`config.mk`:
```
export PLATFORM = sky130hd
export DESIGN_NAME = serial_subtractor
export DESIGN_NICKNAME = d
export VERILOG_FILES = /design/src/rtl/serial_sub_pkg.sv /design/src/rtl/full_adder.sv /design/src/rtl/serial_subtractor.sv
export SDC_FILE = /design/constraint.sdc
export NUM_CORES = 1
export LEC_CHECK = 0
export BUFFER_PORTS_ARGS = -buffer_cell sky130_fd_sc_hd__buf_4
export CAP_MARGIN = 20
export CORE_ASPECT_RATIO = 1.1
export CORE_MARGIN = 5
export CORE_UTILIZATION = 52
export DETAILED_ROUTE_END_ITERATION = 8
export GPL_ROUTABILITY_DRIVEN = 0
export GPL_TIMING_DRIVEN = 0
export PLACE_DENSITY = 0.77
export SYNTH_ARGS = -nofsm -noshare
export SYNTH_HDL_FRONTEND = slang
export SYNTH_SLANG_ARGS = --single-unit
```
`constraint.sdc`:
```
create_clock -name clk -period 1.6 [get_ports clk]
set_input_delay 0.08 -clock clk [delete_from_list [all_inputs] [get_ports clk]]
set_output_delay 0.08 -clock clk [all_outputs]
set_load 0.005 [all_outputs]
```
`src/rtl/serial_sub_pkg.sv`:
```
// Shared constants for the bit-serial subtractor: state encoding and default operand width.
package serial_sub_pkg;

  localparam int SUB_WIDTH = 4;

  localparam logic [1:0] S_IDLE  = 2'd0;
  localparam logic [1:0] S_SHIFT = 2'd1;
  localparam logic [1:0] S_DONE  = 2'd2;

  typedef enum logic [1:0] {
    IDLE  = S_IDLE,
    SHIFT = S_SHIFT,
    DONE  = S_DONE
  } state_t;

endpackage

```
`src/rtl/full_adder.sv`:
```
// One-bit full adder cell, shared with the ripple-carry adder.
// Purely combinational; no latency, no flow control.
module full_adder (
  input  logic a,
  input  logic b,
  input  logic cin,
  output logic s,
  output logic cout
);

  assign s    = a ^ b ^ cin;
  assign cout = (a & b) | (a & cin) | (b & cin);

endmodule

```
`src/rtl/serial_subtractor.sv`:
```
// Bit-serial d = s - b - bin via s + ~b + ~bin, one bit per clock; result after WIDTH+1 edges.
// Result and out_valid hold in DONE until out_ready; no new operand is taken until then.
module serial_subtractor
  import serial_sub_pkg::*;
#(
  parameter  int WIDTH = SUB_WIDTH,
  localparam int CW    = $clog2(WIDTH) + 1
) (
  input  logic             clk,
  input  logic             rst,
  input  logic             in_valid,
  output logic             in_ready,
  input  logic [WIDTH-1:0] s,
  input  logic [WIDTH-1:0] b,
  input  logic             bin,
  output logic             out_valid,
  input  logic             out_ready,
  output logic [WIDTH-1:0] d,
  output logic             bout
);

  state_t           state, state_nxt;
  logic [WIDTH-1:0] s_sr, nb_sr, res_sr;
  logic             carry;
  logic [CW-1:0]    cnt;
  logic             fa_sum, fa_cout;
  logic             last_bit;

  assign last_bit = (cnt == CW'(WIDTH - 1));

  full_adder u_fa (
    .a    (s_sr[0]),
    .b    (nb_sr[0]),
    .cin  (carry),
    .s    (fa_sum),
    .cout (fa_cout)
  );

  always_ff @(posedge clk or posedge rst) begin
    if (rst) state <= IDLE;
    else     state <= state_nxt;
  end

  always_comb begin
    state_nxt = state;
    in_ready  = 1'b0;
    out_valid = 1'b0;
    case (state)
      IDLE: begin
        in_ready = 1'b1;
        if (in_valid) state_nxt = SHIFT;
      end
      SHIFT: begin
        if (last_bit) state_nxt = DONE;
      end
      DONE: begin
        out_valid = 1'b1;
        if (out_ready) state_nxt = IDLE;
      end
      default: state_nxt = IDLE;
    endcase
  end

  // Subtrahend is stored inverted and carry seeded with ~bin, so the adder cell performs the subtraction.
  always_ff @(posedge clk or posedge rst) begin
    if (rst) begin
      s_sr   <= '0;
      nb_sr  <= '0;
      res_sr <= '0;
      carry  <= 1'b0;
      cnt    <= '0;
    end else begin
      case (state)
        IDLE: begin
          if (in_valid) begin
            s_sr  <= s;
            nb_sr <= ~b;
            carry <= ~bin;
            cnt   <= '0;
          end
        end
        SHIFT: begin
          s_sr   <= s_sr >> 1;
          nb_sr  <= nb_sr >> 1;
          res_sr <= {fa_sum, res_sr[WIDTH-1:1]};
          carry  <= fa_cout;
          cnt    <= cnt + CW'(1);
        end
        default: ;
      endcase
    end
  end

  // Outputs are gated so they read as zero outside DONE, matching their reset values.
  assign d    = (state == DONE) ? res_sr : '0;
  assign bout = (state == DONE) & ~carry;

endmodule

```
**Yosys cells after proc, flatten, opt, wreduce, memory -nomap -nowiden**

Index checks and enable logic that the tools add are counted.

- Bits in registers: 18
- Output and inout port bits: 7
- Logic and storage cells: 43

- $add $sub $neg: 1
- Mux-type cells: 15
- Bitwise operators: 11
- Reductions and logical operators: 4
- Equality and inequality tests: 6

Operators with widths:

| operator | count |
|---|---|
| $pmux W4 S2 | 2 |
| $mux W4 | 3 |
| $mux W2 | 3 |
| $ne A2 B2 Y1 const B | 3 |
| $pmux W2 S3 | 1 |
| $pmux W3 S2 | 1 |
| $and A1 B1 Y1 | 4 |
| $not A4 Y4 | 1 |
| $add A3 B1 Y3 const B | 1 |
| $eq A3 B2 Y1 const B | 1 |
| $mux W1 | 3 |
| $mux W3 | 1 |
| $reduce_and A3 Y1 | 1 |
| $eq A2 B1 Y1 const B | 1 |
| $eq A2 B2 Y1 const B | 1 |
| $logic_not A2 Y1 | 1 |
| $not A1 Y1 | 2 |
| $or A1 B1 Y1 | 2 |
| $pmux W1 S2 | 1 |
| $reduce_and A2 Y1 | 1 |
| $reduce_bool A2 Y1 | 1 |
| $xor A1 B1 Y1 | 2 |

**Longest topological paths before layout**

Gate-level depths: netlist of the first run.

- Depth in word-level cells: 4
- Depth in mapped cells: 4
- Mapped depth without buffers: 4

**Modules after synthesis**

Synthesis of the first run repeated with hierarchy kept, for this count alone.

- Cells, all modules: 82
- Area, all modules: 909.6 um^2

Modules (own cells, without submodules):

| module | instances | seq. area each (um^2) | area an instance (um^2) | cells an instance |
|---|---|---|---|---|
| serial_subtractor | 1 | 450.4 | 889.6 | 81 |
| full_adder | 1 | 0.0 | 20.0 | 1 |

**Worst setup path before layout of the first run**

OpenSTA, ideal clock, no wires.

- Kind: register to register
- Start point: register carry
- End point: register res_sr[3]
- Arrival: 1098 ps
- Setup slack: 377 ps
- Path buffers: 0
- Cell stages (with the launch flop): 3
- Data required time: 1475 ps
- Setup time: 125 ps
- Path through: dfrtp_1 fa_1 mux2_2

- Longest elaborated chain between the ends: 1

RTL lines:

| item | line | source |
|---|---|---|
| from (decl) | serial_subtractor.sv:24 | `logic carry;` |
| from (signal assigned) | serial_subtractor.sv:78 | `carry <= ~bin;` |
| from (signal assigned) | serial_subtractor.sv:86 | `carry <= fa_cout;` |
| $xor A1 B1 Y1 | full_adder.sv:11 | `assign s = a ^ b ^ cin;` |
| via fa_sum | serial_subtractor.sv:26 | `logic fa_sum, fa_cout;` |
| to (signal assigned) | serial_subtractor.sv:85 | `res_sr <= {fa_sum, res_sr[WIDTH-1:1]};` |
| to (decl) | serial_subtractor.sv:23 | `logic [WIDTH-1:0] s_sr, nb_sr, res_sr;` |

The timed path passes the listed nets, and every way through them passes these cells.
A chain may end at the register's enable or synchronous reset.

**Worst setup path in the final report of the first run**

- Start point: register state[0]
- End point: output port d[2]

- Longest elaborated chain between the ends: 2

RTL lines:

| item | line | source |
|---|---|---|
| from (decl) | serial_subtractor.sv:22 | `state_t state, state_nxt;` |
| from (signal assigned) | serial_subtractor.sv:41 | `else state <= state_nxt;` |
| $eq A2 B2 Y1 | serial_subtractor.sv:95 | `assign d = (state == DONE) ? res_sr : '0;` |
| $mux W4 | serial_subtractor.sv:95 |  |
| to (decl) | serial_subtractor.sv:18 | `output logic [WIDTH-1:0] d,` |

No other way between the ends.

==> metrics.txt, run 1 <==
status=completed; final setup TNS=0 ns; area of the multi-input gates=between 400 and 500 um2; Reg2Reg Setup Slack=between 0.2 and 0.3 ns; Most Crowded Layer GR=met2; cell row count=16; Die Span Y=54.2 um; TritonCTS Buffers=3; RSZ-0062 raised after global routing=no; fin. max-slew vios=0; Yosys cell types=27; Post-Synthesis Cells=75; worst r2r src=state[0]; 1st-pass router iterations=4; XOR/XNOR Fraction of Synth Area=0; Ports=20; vias in the first global route=~750; crit path launch=state[0]; dpl ws=between 0.3 and 0.4 ns; GR Util All Layers=0.150; Async S/R FF share, synth=1.00; routed via count=686; Worst VDD drop=953 uV; final hold vios=0; Worst Setup Path Type=reg2out; Cell Area, Synth=923 um2; Port Buffer Count=19; YS warnings=0; pin count of the biggest net entering global routing=19; Core Util, Final=0.667; synth top area cells=dfrtp_1 49%, mux2_2 4.9%, o221a_2 4.9%; CP Capture Point=d[2]; fraction of layout cells with a size suffix above 1=0.402; core area=1740 um2; initial antenna violation count=0; die footprint=2720 um2; 1st-iter DRT viols=12; Congestion Overflow GR=0; PnR worst setup slack=0.101 ns; Post-DP HPWL=1.37 mm; Final min period=1.50 ns; Pwr Total=2.06 mW; startpoint types=flip-flop; worst-path maximum fanout=10; P&R area growth vs syn=25.7%; Post-synth EDFFs=0; CTS tree=done; Max Buffers Root-to-Sink=2; Avg Cell Area, Syn=12.3 um2; CP endpoint kind=output pin; Sequential Area=452 um2; compound-gate portion of the synthesized area=0.159; Mapped Nets=91; fin cells=120; Required @ worst endpoint=1.52 ns; Register-to-Register Path Depth=3; top_reg_cell synth=dfrtp_1; WL final=1.74 mm; Synth Area in Adders=0.0488; antenna cells=0; DIE WIDTH=approximately 50 um; Synth top area share=0.488; Vias per Instance=5.72; Worst slew margin=0.554; Crit path arrival time=1.42 ns; sequential share of the synthesized area=0.488; Skew-Pair Late Insertion Delay=0.28 ns; Detail Route Antenna Nets=0; Highest Clock Rate=667 MHz; CTS H-tree lvls=1; mux share of post-synthesis cell area=0.0596; PwrDens=1780 nW/um2; clock slew at reported path FFs=about 0.10 ns; #FFs+latches synth=18; main combinational cell family by area after synthesis=simple AND/OR/NAND/NOR gates; DR WL/cell=14.5 um; Initial Util=0.530; RR Endpoint=s_sr[0]; Simple-Gate Fraction of Synth Area=0.171; GR Util met1=0.172; Cells after DPL=between 100 and 150; Post-route DRC=0; max-cap viol count=0; worst clock skew=0.00101 ns; # setup viols final=0; P_leak=0.562 nW; grt met2 use=0.272; number of fill cells=155; GRT met3 Usage=0.0360; period utilisation layout=0.937; Final nets=119; clock root buffer=clkbuf_4; Worst-Margin Slew=~0.67 ns; Tightest Hold Check Type=in2reg; clock sink total=18; area leader, netlist=dfrtp_1; first-pass GRT wire length=3.15 mm
## how the worst min path moves through the flow
stage | startpoint | end | cells after the start | slack (ns)
global route | b[0] | nb_sr[0] | 3 | 0.08
detailed placement | rst | s_sr[1] | 2 | 0.22
floorplan | rst | carry | 1 | 0.02
finish | b[0] | nb_sr[0] | 3 | 0.1
global placement | rst | s_sr[1] | 2 | 0.22
CTS | b[1] | nb_sr[1] | 3 | 0.09
## cell usage after synthesis, types with 2 or more instances
cell type  count
dfrtp_1       18
and2_1         7
inv_1          7
mux2_2         4
nand2b_1       4
o221a_2        4
a222oi_1       3
or4b_1         3
a211o_1        2
buf_4          2
buf_6          2
ha_1           2
nor2_1         2
nor3b_1        2
## where the power goes
| group | internal, mW | switching (mW) | leakage [nW] | total (mW) |
|---|---|---|---|---|
| clock network | 0.138 | 0.133 | 0.0210 | 0.272 |
| registers | 0.679 | 0.141 | 0.215 | 0.820 |
| logic | 0.571 | 0.400 | 0.326 | 0.971 |
## stage by stage
step | hold slack [ns] | cell area [um2]
CTS | 0.0917 | 1140
global route | 0.0799 | 1160
global placement | 0.219 | 1090
detailed placement | 0.223 | 1090
floorplan | 0.0186 | 923
finish | 0.0992 | 1160
## worst max-delay path, stage by stage, from the launching register on
cell	delay (ns)
dfrtp_2	0.44
buf_6	0.15
nand2b_1	0.18
inv_1	0.12
and2_1	0.14
buf_4	0.11
## layout by cell type, fill, tap and decap left out, types with 3 or more instances in the layout
cell type,n
dfrtp_1,17
nand2b_1,4
clkbuf_4,3
and2_1,7
inv_1,7
or4b_1,3
mux2_2,4
o221a_2,4
a222oi_1,3
buf_4,23
## cells by family after synthesis
| family | after synthesis |
|---|---|
| AO/OA/AOI/OAI | 15 |
| adder cells (fa/ha/maj) | 3 |
| flip-flops | 18 |
| AND/OR/NAND/NOR | 22 |
| buffers and inverters | 12 |
| multiplexers | 5 |
## routing by layer
layer | wire, um | share of wire
met1 | 704 | 0.40
met2 | 923 | 0.53
met3 | 99 | 0.057
met4 | 13 | 0.0075
met5 | 0 | 0
## cell type report
cell class	instances	share of cell area
multi-input combinational	45	0.348
sequential	18	0.389
tap	18	0.0194
inverter	7	0.0226
timing repair buffer	23	0.153
buffer	5	0.0366
clock buffer	4	0.0313
## what timing repair did
action                                  CTS  global route
buffers inserted                          0             2
hold buffers                              2             0
endpoints found under the setup margin    0             4
gates resized for setup                   0             1
hold endpoints to repair                 19             0
## sequential cells by signal, indices dropped and copies added, names as in the netlist
| name | count |
|---|---|
| state | 2 |
| res_sr | 4 |
| nb_sr | 4 |
| cnt | 3 |
| s_sr | 4 |
| carry | 1 |
Power figures use the tool's default switching activity.
==> run 2: changes to the inputs <==
CELL_PAD_IN_SITES_DETAIL_PLACEMENT = 0   (was not set)
CELL_PAD_IN_SITES_GLOBAL_PLACEMENT = 1   (was not set)
CORE_UTILIZATION = 41   (was 52)
PLACE_DENSITY = not set   (was 0.77)
PLACE_DENSITY_LB_ADDON = 0.1   (was not set)
SLEW_MARGIN = 5   (was not set)
==> metrics.txt, run 2 (same netlist as run 1, synthesis figures left out) <==
status=completed; commonest non-fill, non-tap cell in the layout=buf_4; routed via count=647; clock root buffer=clkbuf_4; placed instance area=1100 um2; Die Span Y=59.8 um; DR WL/cell=13.4 um; CP endpoint kind=output pin; Worst VDD drop=728 uV; CP delay by family, top=flip-flops; share of power burned in registers=0.396; die footprint=about 3300 um2; Port Buffer Count=19; TritonCTS Buffers=3; CTS tree=done; P&R area growth vs syn=27.5%; worst-path maximum fanout=10; Worst-Margin Slew=0.689 ns; startpoint types=flip-flop; Worst slew margin=0.540; finished layout cell area=1180 um2; clock slew at reported path FFs=~0.11 ns; Final min period=1.42 ns; hold_sp=b[1]; Core Util, Final=0.533; internal power=between 1 and 1.5 mW; Crit path arrival time=1.34 ns; Final nets=118; crit path launch=state[0]; worst r2r src=state[0]; GR Util All Layers=0.117; Vias per Instance=4.94; WL final=between 1.5 and 2 mm; Post-DP HPWL=1.29 mm; DIE WIDTH=55.3 um; Detail Route Antenna Nets=0; final setup TNS=0 ns; first-pass GRT wire length=3.01 mm; cell row count=18; Ports=20; Skew-Pair Late Insertion Delay=0.29 ns; Required @ worst endpoint=~1.5 ns; Worst Setup Path Type=reg2out; CP bufs+invs=3; RSZ-0062 raised after global routing=no; Crit-path slowest cell=dfrtp_2; CP cell instances=buf_6 -> nand2b_4 -> inv_2 -> and2_1 -> buf_4; P_leak=about 0.56 nW; number of fill cells=233; sw power=a little under 0.7 mW; Initial Util=0.418; switching part of the total=0.330; Tightest Hold Check Type=in2reg; max-cap viol count=0; combinational power share=0.466; Highest Clock Rate=~700 MHz; 1st-iter DRT viols=14; period utilisation layout=0.889; Congestion Overflow GR=0; CTS H-tree lvls=1; 1st-pass router iterations=6; fraction of layout cells with a size suffix above 1=0.426; clock sink total=18; PwrDens=1770 nW/um2; final hold vios=0; vias in the first global route=678; Top Registers=nb_sr x4, res_sr x4, s_sr x4; worst clock skew=0.00270 ns; fin. max-slew vios=0; antenna cells=0; clock power share=0.137; most frequent cells in the layout=22 x buf_4, 16 x dfrtp_1, 7 x and2_1, 6 x inv_1; initial antenna violation count=0; pin count of the biggest net entering global routing=19; Max Buffers Root-to-Sink=2; core area=2210 um2; Post-route DRC=0; largest stage delay on the critical path=around 0.45 ns; # setup viols final=0
run 2: worst register-to-register path, stage by stage (launching register included):
cell      delay [ns]
dfrtp_2         0.45
buf_4           0.15
nand2b_1        0.05
buf_2           0.20
mux2_2          0.35
run 2: metrics by stage:
stage | power, mW | setup WS (ns) | cells | hold WS, ns
after detailed placement | 1.78 | 0.331 | 124 | 0.241
after floorplan | 1.53 | 0.377 | 75 | 0.0186
final | 2.08 | 0.177 | 131 | 0.0735
after global placement | 1.75 | 0.350 | 124 | 0.231
after CTS | 2.07 | 0.0155 | 130 | 0.0677
after global routing | 2.26 | 0.0945 | 131 | 0.0714
run 2: repair_timing:
item,CTS,global route
resized for setup,0,4
setup endpoints to repair,0,4
setup buffers,0,1
hold buffers,2,0
hold endpoints to repair,19,0
run 2: metal layers:
metal	global-route usage	vias up	part of all wire
met5	0	-	0
met4	0.0521	0	0.015
met3	0.0238	4	0.041
met2	0.193	16	0.47
met1	0.150	303	0.47
li1	-	324	-
run 2: area by class of cell:
class	instances	area [um2]	area share
plain buffers	5	42.5	0.0361
well taps	30	37.5	0.0319
inverters	7	26.3	0.0223
repair buffers	22	170	0.145
multi-input cells	45	412	0.350
flip-flops and latches	18	453	0.385
clock buffers	4	36.3	0.0308
run 2: final timing paths:
path                       slack (ns)         to  cells past startpoint
hold / removal                   0.07   nb_sr[1]                      3
hold reg to reg                  0.50     cnt[0]                      1
setup / recovery                 0.18       d[1]                      5
setup reg to reg                 0.29  res_sr[0]                      4
min in group asynchronous        0.43   nb_sr[2]                      3
max in group asynchronous        0.69   state[1]                      3
run 2: power groups by stage:
stage	clock [mW]	combinational [mW]	sequential, mW
final	0.285	0.969	0.823
after global routing	0.313	1.09	0.857
after CTS	0.296	0.952	0.826
after detailed placement	0	0.944	0.836
after global placement	0	0.918	0.829
after floorplan	0	0.741	0.791
==> run 3: changes to the inputs <==
--- a/constraint.sdc
+++ b/constraint.sdc
@@ -3,2 +3,2 @@
 set_output_delay 0.08 -clock clk [all_outputs]
-set_load 0.005 [all_outputs]
+set_load 0.05 [all_outputs]
==> metrics.txt, run 3 (same netlist as run 1, synthesis figures left out) <==
clock slew at reported path FFs=0.10 ns; CP dominant cell by count=buf_6; antenna cells=0; die footprint=3300 um2; Worst VDD drop=1110 uV; crit path launch=state[0]; # setup viols final=0; Tightest Hold Check Type=in2reg; fin. max-slew vios=0; Highest Clock Rate=669 MHz; hold_sp=b[2]; Post-route DRC=0; CP bufs+invs=3; Register-to-Register Path Depth=3; Worst slew margin=0.541; Final nets=between 100 and 150; max-cap viol count=0; CP cell instances=buf_6 -> nand2b_1 -> inv_2 -> and2_2 -> buf_6; CTS tree=done; final setup TNS=0 ns; status=completed; vias in the first global route=665; CP endpoint kind=output pin; P_leak=0.560 nW; Worst-Margin Slew=0.688 ns; first-pass GRT wire length=2.93 mm; Crit-path slowest cell=dfrtp_1; worst-path maximum fanout=10; TritonCTS Buffers=3; Vias per Instance=between 5 and 6; Critical Path Stages=5; core area=2210 um2; Skew-Pair Late Insertion Delay=0.28 ns; WL final=1.71 mm; period utilisation layout=0.934; Max Buffers Root-to-Sink=2; Port Buffer Count=19; DR WL/cell=13.0 um; P&R area growth vs syn=28.2%; Top Registers=nb_sr x4, res_sr x4, s_sr x4; Ports=20; Final min period=between 1 and 1.5 ns; 1st-pass router iterations=4; CTS H-tree lvls=1; Initial Util=0.418; most frequent cells in the layout=19 x buf_4, 18 x dfrtp_1, 6 x buf_6, 6 x inv_1; placed instance area=between 1000 and 1500 um2; largest stage delay on the critical path=approximately 0.40 ns; Die Span Y=59.8 um; finished layout cell area=roughly 1200 um2; initial antenna violation count=0; worst clock skew=0.00376 ns; area of the multi-input gates=412 um2; startpoint types=flip-flop; worst r2r src=state[0]; clock root buffer=clkbuf_4; commonest non-fill, non-tap cell in the layout=buf_4; final hold vios=0; fraction of layout cells with a size suffix above 1=0.446; number of fill cells=223; routed via count=670; clock sink total=18; Sequential Area=450 um2; Worst Hold Path Cells=3; CP delay by family, top=flip-flops; Required @ worst endpoint=1.52 ns; Crit path arrival time=between 1 and 1.5 ns; RSZ-0062 raised after global routing=no; Congestion Overflow GR=0; GR Util All Layers=0.112; DIE WIDTH=55.3 um; pin count of the biggest net entering global routing=19; Worst Setup Path Type=reg2out; cell row count=18; Detail Route Antenna Nets=0; Post-DP HPWL=around 1.3 mm; PwrDens=1790 nW/um2; 1st-iter DRT viols=8
-- run 3: layout make-up --
type                       instances  share of cell area
sequential                        18               0.381
multi-input combinational         45               0.348
timing repair buffer              23               0.163
buffer                             5              0.0359
tap                               30              0.0317
inverter                           7              0.0222
clock buffer                       3              0.0190
-- run 3: tightest hold or removal path, stage by stage --
cell and delay [ns]:
buf_4 0.07, and2_1 0.10, a222oi_1 0.08
-- run 3: per-stage QoR --
step	cells	worst slack, ns	power [mW]	hold slack, ns	utilization
6_report	131	0.106	2.12	0.0886	0.536
5_1_grt	131	0.00472	2.32	0.0921	0.536
4_1_cts	131	0.00957	2.15	0.0871	0.529
3_5_place_dp	124	0.273	1.89	0.241	0.503
3_3_place_gp	124	0.287	1.87	0.237	0.503
2_1_floorplan	75	0.0649	1.65	0.0186	-
-- run 3: routing by layer --
metal / part of all wire / vias up / GRT usage
li1: - / 325 / -
met4: 0.0070 / 0 / 0.0313
met3: 0.048 / 2 / 0.0238
met5: 0 / - / 0
met2: 0.50 / 15 / 0.204
met1: 0.44 / 328 / 0.133
-- run 3: report_power, final --
part	leakage (nW)	switching (mW)	internal, mW
clock network	0.0138	0.131	0.0871
logic	0.330	0.516	0.584
registers	0.216	0.125	0.676
-- run 3: repair_timing --
item,4_1_cts,5_1_grt
resized for setup,0,5
pin swaps,0,0
hold buffers,2,0
endpoints found under the hold margin,19,0
buffers inserted,2,0
setup endpoints to repair,4,4
-- run 3: path summary, 6_finish.rpt --
path | slack [ns] | end
max | 0.11 | d[3]
min reg2reg | 0.49 | cnt[0]
max in group asynchronous | 0.71 | nb_sr[0]
max reg2reg | 0.33 | s_sr[1]
min in group asynchronous | 0.45 | nb_sr[2]
min | 0.09 | nb_sr[2]
